==> src/rtl/tw_st2_pkg.sv <==
// Shared widths, constants and sample types for the stage-2 twiddle multiplier.
package tw_st2_pkg;
  localparam int DATA_W    = 12;
  localparam int TW_W      = 12;
  localparam int FRAME_LEN = 8;
  localparam logic [3:0] TW_BASE = 4'b1000;
  localparam int RND_C     = 1024;
  localparam int SHIFT     = 11;

  localparam int IDX_W  = $clog2(FRAME_LEN);
  localparam int PROD_W = DATA_W + TW_W;
  localparam int SUM_W  = PROD_W + 1;
  localparam int MID_W  = SUM_W - SHIFT;

  typedef struct packed {
    logic signed [DATA_W-1:0] re;
    logic signed [DATA_W-1:0] im;
  } cplx_t;

  typedef struct packed {
    logic signed [TW_W-1:0] re;
    logic signed [TW_W-1:0] im;
  } tw_t;

  // Round half up, then floor-shift back to the sample scale.
  function automatic logic signed [MID_W-1:0] rnd_shift(input logic signed [SUM_W-1:0] s);
    logic signed [SUM_W-1:0] r;
    r = s + SUM_W'(RND_C);
    return MID_W'(r >>> SHIFT);
  endfunction
endpackage

==> src/rtl/tw_mult_st2_cmult.sv <==
// Complex multiply stages S1 (partial products) and S2 (round + fit to 12 bits).
// TW_MULT_SAT_EN selects saturation of the rounded result; otherwise it wraps.
module tw_cmult
  import tw_st2_pkg::*;
(
  input  logic                     clk,
  input  logic                     rst,
  input  logic                     en,
  input  logic                     i_vld,
  input  logic                     i_last,
  input  cplx_t                    i_x,
  input  tw_t                      i_w,
  output logic                     o_vld,
  output logic                     o_last,
  output logic signed [DATA_W-1:0] o_re,
  output logic signed [DATA_W-1:0] o_im
);
  localparam int STAGES = 2;
  localparam logic signed [MID_W-1:0] SAT_HI = MID_W'(2**(DATA_W-1) - 1);
  localparam logic signed [MID_W-1:0] SAT_LO = MID_W'(-(2**(DATA_W-1)));

  function automatic logic signed [DATA_W-1:0] fit(input logic signed [MID_W-1:0] m);
`ifdef TW_MULT_SAT_EN
    if (m > SAT_HI) return SAT_HI[DATA_W-1:0];
    if (m < SAT_LO) return SAT_LO[DATA_W-1:0];
    return m[DATA_W-1:0];
`else
    return m[DATA_W-1:0];
`endif
  endfunction

  logic [STAGES:1]          r_vld_pipe, r_last_pipe;
  logic signed [PROD_W-1:0] r_pp_rr, r_pp_ii, r_pp_ri, r_pp_ir;
  logic signed [SUM_W-1:0]  w_sum_re, w_sum_im;
  logic signed [DATA_W-1:0] r_re, r_im;

  assign w_sum_re = {r_pp_rr[PROD_W-1], r_pp_rr} - {r_pp_ii[PROD_W-1], r_pp_ii};
  assign w_sum_im = {r_pp_ri[PROD_W-1], r_pp_ri} + {r_pp_ir[PROD_W-1], r_pp_ir};

  always_ff @(posedge clk) begin
    if (!rst) begin
      r_vld_pipe  <= '0;
      r_last_pipe <= '0;
      r_pp_rr     <= '0;
      r_pp_ii     <= '0;
      r_pp_ri     <= '0;
      r_pp_ir     <= '0;
      r_re        <= '0;
      r_im        <= '0;
    end else if (en) begin
      r_vld_pipe  <= {r_vld_pipe[1], i_vld};
      r_last_pipe <= {r_last_pipe[1], i_last};
      r_pp_rr     <= $signed(i_x.re) * $signed(i_w.re);
      r_pp_ii     <= $signed(i_x.im) * $signed(i_w.im);
      r_pp_ri     <= $signed(i_x.re) * $signed(i_w.im);
      r_pp_ir     <= $signed(i_x.im) * $signed(i_w.re);
      r_re        <= fit(rnd_shift(w_sum_re));
      r_im        <= fit(rnd_shift(w_sum_im));
    end
  end

  assign o_vld  = r_vld_pipe[STAGES];
  assign o_last = r_last_pipe[STAGES];
  assign o_re   = r_re;
  assign o_im   = r_im;
endmodule

==> src/rtl/tw_mult_st2.sv <==
// Stage-2 twiddle multiplier: sample indexing, twiddle fetch (S0) and the cmult pipeline.
// Define TW_MULT_SAT_EN to saturate results instead of wrapping.
module tw_mult_st2
  import tw_st2_pkg::*;
(
  input  logic                     clk,
  input  logic                     rst,
  input  logic                     in_valid,
  output logic                     in_ready,
  input  logic signed [DATA_W-1:0] in_re,
  input  logic signed [DATA_W-1:0] in_im,
  input  logic                     in_last,
  output logic [3:0]               tw_addr,
  output logic                     tw_valid,
  input  logic signed [TW_W-1:0]   tw_re,
  input  logic signed [TW_W-1:0]   tw_im,
  output logic                     out_valid,
  input  logic                     out_ready,
  output logic signed [DATA_W-1:0] out_re,
  output logic signed [DATA_W-1:0] out_im,
  output logic                     out_last,
  output logic                     frame_err
);
  localparam logic [IDX_W-1:0] N_LAST = IDX_W'(FRAME_LEN - 1);

  logic             w_en, w_xfer, w_frame_bad;
  logic [3:0]       w_tw_addr_nxt, r_tw_addr;
  logic [IDX_W-1:0] r_n;
  cplx_t            r_s0;
  tw_t              w_tw;
  logic             r_s0_vld, r_s0_last, r_frame_err;

  assign w_en        = !(out_valid && !out_ready);
  assign in_ready    = rst && w_en;
  assign w_xfer      = in_valid && in_ready;
  assign w_frame_bad = in_last != (r_n == N_LAST);
  assign w_tw_addr_nxt = r_n[IDX_W-1] ? {TW_BASE[3:2], r_n[1:0]} : TW_BASE;

  // Address is live on the transfer cycle; otherwise the last issued one is held.
  assign tw_valid  = w_xfer;
  assign tw_addr   = w_xfer ? w_tw_addr_nxt : r_tw_addr;
  assign frame_err = r_frame_err;

  always_ff @(posedge clk) begin
    if (!rst) begin
      r_n         <= '0;
      r_tw_addr   <= '0;
      r_frame_err <= 1'b0;
      r_s0        <= '0;
      r_s0_vld    <= 1'b0;
      r_s0_last   <= 1'b0;
    end else begin
      r_frame_err <= w_xfer && w_frame_bad;
      if (w_xfer) begin
        r_n       <= w_frame_bad ? '0 : r_n + 1'b1;
        r_tw_addr <= w_tw_addr_nxt;
        r_s0.re   <= in_re;
        r_s0.im   <= in_im;
      end
      if (w_en) begin
        r_s0_vld  <= w_xfer;
        r_s0_last <= in_last;
      end
    end
  end

  assign w_tw.re = tw_re;
  assign w_tw.im = tw_im;

  tw_cmult u_cmult (
    .clk    (clk),
    .rst    (rst),
    .en     (w_en),
    .i_vld  (r_s0_vld),
    .i_last (r_s0_last),
    .i_x    (r_s0),
    .i_w    (w_tw),
    .o_vld  (out_valid),
    .o_last (out_last),
    .o_re   (out_re),
    .o_im   (out_im)
  );
endmodule
==> config.mk <==
export PLATFORM = sky130hd
export DESIGN_NAME = tw_mult_st2
export DESIGN_NICKNAME = d
export VERILOG_FILES = /design/src/rtl/tw_st2_pkg.sv /design/src/rtl/tw_mult_st2_cmult.sv /design/src/rtl/tw_mult_st2.sv
export SDC_FILE = /design/constraint.sdc
export NUM_CORES = 2
export LEC_CHECK = 0
export CORE_ASPECT_RATIO = 1.75
export CORE_UTILIZATION = 50
export DETAILED_ROUTE_END_ITERATION = 6
export DONT_BUFFER_PORTS = 1
export HOLD_SLACK_MARGIN = 0.06
export PLACE_DENSITY = 0.76
export SLEW_MARGIN = 30
export SYNTH_ARGS = -nofsm -noshare
export SYNTH_HDL_FRONTEND = slang
export SYNTH_SLANG_ARGS = --single-unit
==> constraint.sdc <==
create_clock -name clk -period 7.3 [get_ports clk]
set_clock_uncertainty 0.05 [all_clocks]
set_input_delay 1.46 -clock clk [delete_from_list [all_inputs] [get_ports clk]]
set_output_delay 1.46 -clock clk [all_outputs]
set_load 0.01 [all_outputs]
==> metrics.md <==
| Metric | Value |
|---|---|
| Commonest non-fill, non-tap cell in the layout | `inv_1` |
| Reg area | `3084 um2` |
| Mapped Cells | `3,319` |
| I/O Buffers | `0` |
| DR iter-0 viols | `1,314` |
| # rows | `115` |
| Status | `finished with violations` |
| Layout cells sized above 1 | `2.873%` |
| First-pass GRT wire length | `120.8 mm` |
| DRT antenna net count | `0` |
| Final Hold Vio Count | `0` |
| Avg Vias per Cell | `5.539` |
| R2R depth | `16` |
| Vias in the first global route | `23.13k` |
| Worst-path clk slew | `0.07 ns` |
| Cell Area, Synth | `28,380 um2` |
| Synth Register Bits | `154` |
| Worst path depth | `18` |
| Clock root buffer | `clkbuf_16` |
| EDFF count, synth | `0` |
| Post-synth net total | `4,188` |
| Die Span Y | `317.2 um` |
| Failing checks | `design-rule violations` |
| Worst setup path class | `input pin to register` |
| Die ar. | `57,760 um2` |
| Multi-input gate area | `22,040 um2` |
| Slowest-stage cell, CP | `o41ai_1` |
| Layout area overhead | `4.303%` |
| Drt total wl | `74.65 mm` |
| Num ports | `86` |
| CTS Sinks | `154` |
| Min Clock Period, post-route | `6.467 ns` |
| First-pass DRT Iterations | `7` |
| Clock H-tree levels | `4` |
| Max rail drop VDD | `265.3 uV` |
| Crit end category | `register` |
| Top FF cell, synth | `dfxtp_1` |
| WP buf/inv | `5` |
| Arr. time, crit path | `6.76 ns` |
| DR vias | `21.82k` |
| Worst-Skew Late Latency | `0.46 ns` |
| HPWL after detailed placement | `59.45 mm` |
| Worst path max stage delay | `0.96 ns` |
| Crit share post-route | `88.58%` |
| Post-synth ARST share | `0%` |
| PwrDens | `319.3 nW/um2` |
| Synth Area per Inst | `8.551 um2` |
| Initial core utilization | `50.58%` |
| Initial antenna violation count | `0` |
| Synth warn | `0` |
| Delay-heaviest family, CP | `adder cells` |
| CTS tree | `done` |
| Commonest non-fill, non-tap cells in the layout | `inv_1 (713), nand2_1 (551), fa_1 (536)` |
| # nets final | `4,093` |
| Slew Viols, Final | `0` |
| GRT Util Overall | `27.31%` |
| Pleak | `14.92 nW` |
| Wire per inst | `18.95 um` |
| Fmax | `154.6 MHz` |
| Setup TNS | `0 ns` |
| RSZ-0062 raised after global routing | `no` |
| Max-slew headroom | `29.21%` |
| Post-CTS Setup Inserts | `0` |
| CTS Buffer Depth | `2` |
| Largest net degree at the start of global routing | `81` |
| PostCTS Resize Cnt | `0` |
| Core area | `56,120 um2` |
| Hold WC Path Type | `register to register` |
| Hold-fix buffers, CTS | `0` |
| Max Cap Viol | `0` |
| Setup ws final | `0.8334 ns` |
| CP Cell Sequence | `nand2_1 -> inv_1 -> fa_1 -> inv_1 -> fa_1 -> fa_1 -> inv_1 -> fa_1 -> inv_1 -> fa_1 -> inv_1 -> ha_1 -> o41ai_1 -> nor3_1 -> o31ai_1 -> o21ai_0 -> and4_1 -> a2111oi_0` |
| Worst-margin pin slew | `1.048 ns` |
| Sequential element share of the synthesized area | `10.86%` |
| CP startpoint kind | `input pin` |
| Die Wd | `182.1 um` |
| CTS Buf Count | `17` |
| GRT Residual Overflow | `0` |
| Hold path depth | `2` |
| Post-synth cell types | `65` |
| Worst EP required | `7.59 ns` |
| Setup violations, final | `0` |
| Crit path max fanout | `24` |
| GP Congestion | `0.9473` |
| Fill count | `5,148` |
| Pre-CTS WS | `0.4252 ns` |
| Drt drc | `3` |
[where the power goes]
group	leakage, nW	switching, mW	internal [mW]	total (mW)
Combinational	13.3	4.11	3.02	7.13
Clock	0.293	0.443	0.518	0.961
Sequential	1.28	0.253	1.10	1.36
Total	14.9	4.80	4.65	9.45
[area by class of cell]
| cell class | instances | area share [%] |
|---|---|---|
| repair buffers | 39 | 0.9891 |
| multi-input cells | 2295 | 74.47 |
| inverters | 717 | 9.096 |
| flip-flops and latches | 154 | 10.42 |
| diodes | 1 | 0.008453 |
| clock buffers | 17 | 1.437 |
| clock inverters | 15 | 0.6171 |
| well taps | 702 | 2.967 |
[worst paths after layout]
check                      from                  end  slack (ns)
max                    tw_im[0]  u_cmult.r_pp_ri[22]        0.83
min          u_cmult.r_pp_ii[9]   u_cmult.r_pp_ii[9]        0.40
max reg2reg            r_s0[15]  u_cmult.r_pp_ri[22]        1.09
min reg2reg  u_cmult.r_pp_ii[9]   u_cmult.r_pp_ii[9]        0.40
[registers in the layout, summed over array words and instances (netlist names)]
signal               flops
r_tw_addr                4
r_s0_vld                 1
u_cmult.r_vld_pipe       2
u_cmult.r_pp_ir         23
frame_err                1
u_cmult.o_re            12
r_s0_last                1
u_cmult.r_pp_ii         23
u_cmult.r_pp_ri         23
r_n                      3
u_cmult.r_last_pipe      2
u_cmult.o_im            12
r_s0                    24
u_cmult.r_pp_rr         23
[per-layer routing]
layer / GRT usage, % / share of wire (%) / vias up
met2: 48.82 / 51 / 726
li1: - / - / 9903
met5: 0 / 0 / -
met4: 19.29 / 7.6 / 0
met1: 29.44 / 35 / 10940
met3: 4.363 / 5.7 / 254
[stage by stage]
| step | hold slack, ns | cell area, um2 | util [%] | instances | total power, mW |
|---|---|---|---|---|---|
| floorplan | 0.3773 | 28380 | - | 3319 | 6.506 |
| global placement | 0.3893 | 28990 | 51.66 | 3907 | 8.255 |
| detailed placement | 0.3973 | 28990 | 51.66 | 3907 | 8.420 |
| CTS | 0.4054 | 29600 | 52.75 | 3939 | 9.434 |
| global route | 0.4145 | 29600 | 52.75 | 3939 | 10.42 |
| finish | 0.4035 | 29600 | 52.75 | 3940 | 9.452 |
[worst register-to-register path: stages, from the launching register on]
cell and delay, ns:
dfxtp_1 0.84, nand2_1 0.19, fa_1 0.50, fa_1 0.48, fa_1 0.54, inv_1 0.05, fa_1 0.47, inv_1 0.05
fa_1 0.47, inv_1 0.04, ha_1 0.21, o41ai_1 0.95, nor3_1 0.22, o31ai_1 0.45, o21ai_0 0.14, and4_1 0.21
a2111oi_0 0.24
[synth_stat cells, types with 3 or more instances]
| library cell | number | area [um2] |
|---|---|---|
| or4_1 | 5 | 37.54 |
| o21a_1 | 12 | 90.09 |
| o31ai_1 | 10 | 75.07 |
| nor4b_1 | 3 | 26.28 |
| inv_1 | 715 | 2684 |
| buf_1 | 8 | 30.03 |
| and2_1 | 199 | 1245 |
| nor2b_1 | 13 | 81.33 |
| fa_1 | 536 | 10730 |
| a311oi_1 | 4 | 35.03 |
| and3_1 | 13 | 81.33 |
| ha_1 | 280 | 3503 |
| a211o_1 | 6 | 52.55 |
| a21boi_0 | 3 | 22.52 |
| or3_1 | 19 | 118.9 |
| o211ai_1 | 14 | 105.1 |
| a21oi_1 | 120 | 600.6 |
| o21ai_0 | 79 | 395.4 |
| o41ai_1 | 3 | 26.28 |
| clkbuf_1 | 144 | 540.5 |
| nand4b_1 | 6 | 52.55 |
| o21ai_1 | 3 | 15.01 |
| mux2i_1 | 4 | 40.04 |
| nand3_1 | 60 | 300.3 |
| or2_2 | 7 | 43.79 |
| nand2_1 | 551 | 2068 |
| nand4_1 | 11 | 68.82 |
| a2111oi_0 | 3 | 26.28 |
| xor2_1 | 17 | 148.9 |
| nor2_1 | 101 | 379.1 |
| o21bai_1 | 5 | 37.54 |
| dfxtp_1 | 154 | 3083 |
| nand2b_1 | 23 | 143.9 |
| a311o_1 | 3 | 30.03 |
| xnor2_1 | 69 | 604.3 |
| nand3b_1 | 4 | 30.03 |
| a21o_1 | 17 | 127.6 |
| a31oi_1 | 13 | 81.33 |
| a211oi_1 | 26 | 195.2 |
| nor3_1 | 27 | 135.1 |
[cells by family (layout without fill, tap and decap cells)]
group | count (synthesis) | after routing | share of synthesized area [%]
XOR/XNOR | 86 | 86 | 2.654
AND/OR/NAND/NOR | 1049 | 1049 | 17.18
flip-flops | 154 | 154 | 10.86
other | 0 | 1 | 0
adder cells (fa/ha/maj) | 816 | 816 | 50.15
buffers and inverters | 870 | 788 | 11.52
multiplexers | 4 | 4 | 0.1411
AO/OA/AOI/OAI | 340 | 340 | 7.495
(Power assumes the default switching activity.)
